File: src/rtl/mul_div_unit.sv
// Multi-cycle signed multiply/divide engine: radix-4 Booth multiply and
// non-restoring divide on magnitudes, result delivered as a hi/lo Z pair.
module mul_div_unit #(
  parameter int WIDTH = 32
) (
  input  logic             clock,
  input  logic             clear,
  input  logic             start,
  input  logic             op,
  input  logic [WIDTH-1:0] a,
  input  logic [WIDTH-1:0] b,
  output logic             busy,
  output logic             done,
  output logic [WIDTH-1:0] zhigh,
  output logic [WIDTH-1:0] zlow,
  output logic             div_by_zero
);

  localparam int PW = 2 * WIDTH + 1;
  localparam int CW = $clog2(WIDTH) + 1;
  localparam logic [CW-1:0] MUL_LAST = CW'(WIDTH / 2 - 1);
  localparam logic [CW-1:0] DIV_LAST = CW'(WIDTH - 1);

  localparam logic [2:0] S_IDLE = 3'd0;
  localparam logic [2:0] S_MUL  = 3'd1;
  localparam logic [2:0] S_DIV  = 3'd2;
  localparam logic [2:0] S_FIX  = 3'd3;
  localparam logic [2:0] S_DONE = 3'd4;

  logic [2:0]       state;
  logic [CW-1:0]    cnt;
  logic [PW-1:0]    acc;
  logic [PW-1:0]    mcand;
  logic [WIDTH:0]   mplr;
  logic [WIDTH:0]   rem;
  logic [WIDTH-1:0] quo;
  logic [WIDTH-1:0] dvsr;
  logic [WIDTH-1:0] a_q;
  logic             a_neg;
  logic             b_neg;

  logic [PW-1:0]    booth_term;
  logic [PW-1:0]    acc_next;
  logic [WIDTH-1:0] a_mag;
  logic [WIDTH-1:0] b_mag;
  logic [WIDTH:0]   rem_sh;
  logic [WIDTH:0]   rem_step;
  logic [WIDTH-1:0] quo_step;
  logic [WIDTH-1:0] rem_fix;
  logic [WIDTH-1:0] quo_res;
  logic [WIDTH-1:0] rem_res;

  // Booth digit from the current bit triple selects 0, +-M or +-2M; mcand
  // is pre-shifted by two bits per iteration so the sum lands in place.
  always_comb begin
    booth_term = '0;
    case (mplr[2:0])
      3'b001, 3'b010: booth_term = mcand;
      3'b011:         booth_term = mcand << 1;
      3'b100:         booth_term = -(mcand << 1);
      3'b101, 3'b110: booth_term = -mcand;
      default:        booth_term = '0;
    endcase
    acc_next = acc + booth_term;
  end

  // One non-restoring step, plus the final correction and sign fix-up
  // used by FIX (quotient truncates, remainder follows the dividend).
  always_comb begin
    a_mag    = a[WIDTH-1] ? -a : a;
    b_mag    = b[WIDTH-1] ? -b : b;
    rem_sh   = {rem[WIDTH-1:0], quo[WIDTH-1]};
    rem_step = rem[WIDTH] ? (rem_sh + {1'b0, dvsr}) : (rem_sh - {1'b0, dvsr});
    quo_step = {quo[WIDTH-2:0], ~rem_step[WIDTH]};
    rem_fix  = rem[WIDTH-1:0] + (rem[WIDTH] ? dvsr : '0);
    quo_res  = (a_neg ^ b_neg) ? -quo : quo;
    rem_res  = a_neg ? -rem_fix : rem_fix;
  end

  always_ff @(posedge clock or posedge clear) begin
    if (clear) begin
      state       <= S_IDLE;
      cnt         <= '0;
      acc         <= '0;
      mcand       <= '0;
      mplr        <= '0;
      rem         <= '0;
      quo         <= '0;
      dvsr        <= '0;
      a_q         <= '0;
      a_neg       <= 1'b0;
      b_neg       <= 1'b0;
      busy        <= 1'b0;
      done        <= 1'b0;
      zhigh       <= '0;
      zlow        <= '0;
      div_by_zero <= 1'b0;
    end else begin
      done <= 1'b0;
      case (state)
        S_IDLE: begin
          if (start) begin
            busy        <= 1'b1;
            div_by_zero <= 1'b0;
            cnt         <= '0;
            a_q         <= a;
            a_neg       <= a[WIDTH-1];
            b_neg       <= b[WIDTH-1];
            acc         <= '0;
            mcand       <= {{(WIDTH + 1){a[WIDTH-1]}}, a};
            mplr        <= {b, 1'b0};
            rem         <= '0;
            quo         <= a_mag;
            dvsr        <= b_mag;
            state       <= op ? S_DIV : S_MUL;
          end
        end
        S_MUL: begin
          acc   <= acc_next;
          mcand <= mcand << 2;
          mplr  <= {{2{mplr[WIDTH]}}, mplr[WIDTH:2]};
          cnt   <= cnt + CW'(1);
          if (cnt == MUL_LAST) begin
            zhigh <= acc_next[2*WIDTH-1:WIDTH];
            zlow  <= acc_next[WIDTH-1:0];
            done  <= 1'b1;
            busy  <= 1'b0;
            state <= S_DONE;
          end
        end
        S_DIV: begin
          if (dvsr == '0) begin
            zlow        <= '1;
            zhigh       <= a_q;
            div_by_zero <= 1'b1;
            done        <= 1'b1;
            busy        <= 1'b0;
            state       <= S_DONE;
          end else begin
            rem <= rem_step;
            quo <= quo_step;
            cnt <= cnt + CW'(1);
            if (cnt == DIV_LAST) state <= S_FIX;
          end
        end
        S_FIX: begin
          zlow  <= quo_res;
          zhigh <= rem_res;
          done  <= 1'b1;
          busy  <= 1'b0;
          state <= S_DONE;
        end
        S_DONE:  state <= S_IDLE;
        default: state <= S_IDLE;
      endcase
    end
  end

endmodule
File: config.mk
export PLATFORM = sky130hd
export DESIGN_NAME = mul_div_unit
export DESIGN_NICKNAME = d
export VERILOG_FILES = /design/src/rtl/mul_div_unit.sv
export SDC_FILE = /design/constraint.sdc
export NUM_CORES = 2
export LEC_CHECK = 0
export BUFFER_PORTS_ARGS = -buffer_cell sky130_fd_sc_hd__buf_2
export CORE_UTILIZATION = 57
export DETAILED_ROUTE_END_ITERATION = 6
export GPL_ROUTABILITY_DRIVEN = 1
export PLACE_DENSITY = 0.85
export SLEW_MARGIN = 20
export SYNTH_ARGS = -nofsm -noshare
export SYNTH_HDL_FRONTEND = slang
export SYNTH_SLANG_ARGS = --single-unit
File: constraint.sdc
create_clock -name clock -period 11.52 [get_ports clock]
set_clock_uncertainty 0.1 [all_clocks]
set_input_delay 1.152 -clock clock [delete_from_list [all_inputs] [get_ports clock]]
set_output_delay 1.152 -clock clock [all_outputs]
set_load 0.1 [all_outputs]
==> results.sh <==
export IMPL_worst_path_max_fanout=8
export IMPL_die_h_um=227
export IMPL_dp_hpwl_um=70200
export IMPL_rows=82
export IMPL_clkLatencyLatePin_ps=620
export IMPL_seq_area_frac_synth_pct=31.8
export IMPL_status="finished clean"
export IMPL_wl_um=97400
export IMPL_cts_path_max_buffers=3
export IMPL_synth_ff_type="dfrtp_1"
export IMPL_grt_max_degree=118
export IMPL_post_cts_resized=0
export IMPL_start_kind="flip-flop"
export IMPL_avgSynthCellArea_um2=7.86
export IMPL_mostFrequentLayoutCells="nand2_1 (564), dfrtp_1 (366), nor2_1 (328)"
export IMPL_cp_required_ps=11870
export IMPL_worst_hold_slack_ps=373
export IMPL_die_area_um2=51500
export IMPL_grt_pass1_vias=26100
export IMPL_core_um2=50100
export IMPL_fmax_mhz=144
export IMPL_cts_tree="done"
export IMPL_cts_setup_buffers=0
export IMPL_maxSlewHeadroom_pct=24.4
export IMPL_hold_viol_final=0
export IMPL_vias=28600
export IMPL_final_area_um2=31300
export IMPL_fp_dieW_um=227
export IMPL_synth_edf_count=0
export IMPL_rrSetupSlack_ps=4580
export IMPL_detail_route_iter0_violations=3264
export IMPL_io_pins=135
export IMPL_fin_tns_setup_ps=0
export IMPL_cts_sinks=367
export IMPL_port_buffer_count=134
export IMPL_root_buffer="clkbuf_16"
export IMPL_viasPerCell=6.59
export IMPL_wl_per_cell_um=22.5
export IMPL_start_util_pct=57.6
export IMPL_syn_nets=3876
export IMPL_yosys_area_share_adder_pct=5.98
export IMPL_clkTransAtPathRegs_ps=60
export IMPL_synth_top_family_by_area="compound AO/OA/AOI/OAI gates"
export IMPL_drive_gt1_share_pct=8.20
export IMPL_report_final_slew_viol_count=0
export IMPL_layout_commonest_cell="nand2_1"
export IMPL_yosysUniqueCellTypes=89
export IMPL_ys_seq_elements=367
export IMPL_yosys_area_share_xor_xnor_pct=9.74
export IMPL_tightest_slew_ps=1130
export IMPL_cts_hold_buf=0
export IMPL_synth_cells=3672
export IMPL_muxShareOfSynthArea_pct=0.564
export IMPL_grt_overflow_total=0
export IMPL_grt_pass1_wl_um=150000
export IMPL_rsz0062_at_grt="false"
export IMPL_period_share_pct=60.2
export IMPL_critPathKind="reg2reg"
export IMPL_first_pass_iters=6
export IMPL_syn2layout_area_growth_pct=8.44
export IMPL_synth_area_um2=28800
export IMPL_place_gp_congestion=1.00
export IMPL_dpl_instance_area_um2=29700
export IMPL_nets=3830
export IMPL_hold_path_class="reg2reg"
export IMPL_ctsHtreeMaxLevel=2
export IMPL_yosys_area_share_simple_pct=21.1
export IMPL_ys_warn_count=0
export IMPL_synth_compound_area_share_pct=26.3
export IMPL_setup_viol=0
export IMPL_ant_nets=0
export IMPL_cts_inserted_buffers=44
export IMPL_arrival_ps=7290
export IMPL_async_flop_share_pct=100
export IMPL_grt_use_total_pct=37.5
export IMPL_antenna_found_initial=8
export IMPL_drc=0
export IMPL_maxCapViolations=0
export IMPL_end_kind="flip-flop"
export IMPL_fillers=4446
export IMPL_period_needed_ps=6940
worst max-delay path, stage by stage (launching register included):
cell and delay, ps:
dfrtp_1 480, or3_1 460, nor4b_2 620, nand4_1 440, or2_2 460, nor2_1 230, nor4bb_1 470, nand2b_1 180
xnor2_1 160, a22oi_1 110, o21ai_0 390, ha_1 380, and4_1 240, and3_1 190, a221oi_1 240, o21ai_0 160
a2bb2oi_1 150, o21ai_0 160, a41oi_1 320, nand2_1 140, a31oi_1 360, mux2i_1 240, a31oi_1 100
per-layer routing:
layer	up-vias	track usage, %	part of all wire (%)
li1	13100	-	-
met1	13400	48.8	39
met2	1638	55.6	43
met3	408	9.74	11
met4	12	23.9	6.9
met5	-	0	0.12
synthesized netlist by cell type, types with 31 or more instances:
cell type | instances | area [um2]
ha_1 | 133 | 1660
a221o_1 | 42 | 420
xor2_1 | 188 | 1650
inv_1 | 69 | 259
nor3_1 | 63 | 315
o31ai_1 | 42 | 315
and2_1 | 44 | 275
a21oi_1 | 244 | 1220
a22o_1 | 46 | 403
nand3_1 | 60 | 300
nand2b_1 | 45 | 282
a22oi_1 | 62 | 465
nor2_1 | 332 | 1250
a31oi_1 | 77 | 482
nand2_1 | 568 | 2130
clkbuf_1 | 236 | 886
dfrtp_1 | 367 | 9180
o21ai_0 | 325 | 1630
xnor2_1 | 131 | 1150
or3_1 | 45 | 282
a21o_1 | 69 | 518
a221oi_1 | 31 | 272
final timing paths:
kind / startpoint / end / cells past startpoint
worst max register to register: mcand[2]$_DFFE_PP0P_ / zhigh[30]$_DFFE_PP0P_ / 22
worst max-delay path: mcand[2]$_DFFE_PP0P_ / zhigh[30]$_DFFE_PP0P_ / 22
min in group asynchronous: clear / mcand[52]$_DFFE_PP0P_ / 2
max in group asynchronous: clear / acc[14]$_DFFE_PP0P_ / 4
worst min-delay path: a_q[25]$_DFFE_PP0P_ / a_q[25]$_DFFE_PP0P_ / 2
worst min register to register: a_q[25]$_DFFE_PP0P_ / a_q[25]$_DFFE_PP0P_ / 2
flip-flops by register name, indices dropped and copies added (netlist names), 32 cells and up:
signal and cells:
mplr 33, dvsr 32, a_q 32, zlow 32, quo 32, zhigh 32
rem 33, acc 64, mcand 64
area by class of cell:
cell class              count  area, um2  share of cell area, %
multi-input cells        2973      18500                   59.0
flip-flops and latches    367       9190                   29.4
well taps                 672        841                   2.69
clock inverters            21        369                   1.18
repair buffers            170        945                   3.02
clock buffers              58       1200                   3.85
diodes                      5       12.5                 0.0400
inverters                  70        270                  0.864
per-stage QoR:
| step | utilization, % | setup slack (ps) | instances |
|---|---|---|---|
| after detailed placement | 59.3 | 4790 | 4252 |
| final | 62.5 | 4580 | 4336 |
| after floorplan | - | 79.2 | 3672 |
| after global routing | 62.5 | 4210 | 4331 |
| after global placement | 59.3 | 5000 | 4252 |
| after CTS | 62.4 | 4770 | 4331 |
logic make-up after synthesis:
group / count (synthesis)
muxes: 16
xor gates and xnor gates: 320
adders and majority gates: 136
DFF: 367
AOI/OAI and AO/OA: 1167
buffers and inverters: 332
and+or+nand+nor: 1334
Power is not shown: default switching activity piles up to over one toggle a cycle in this logic, so the estimate is an artifact.
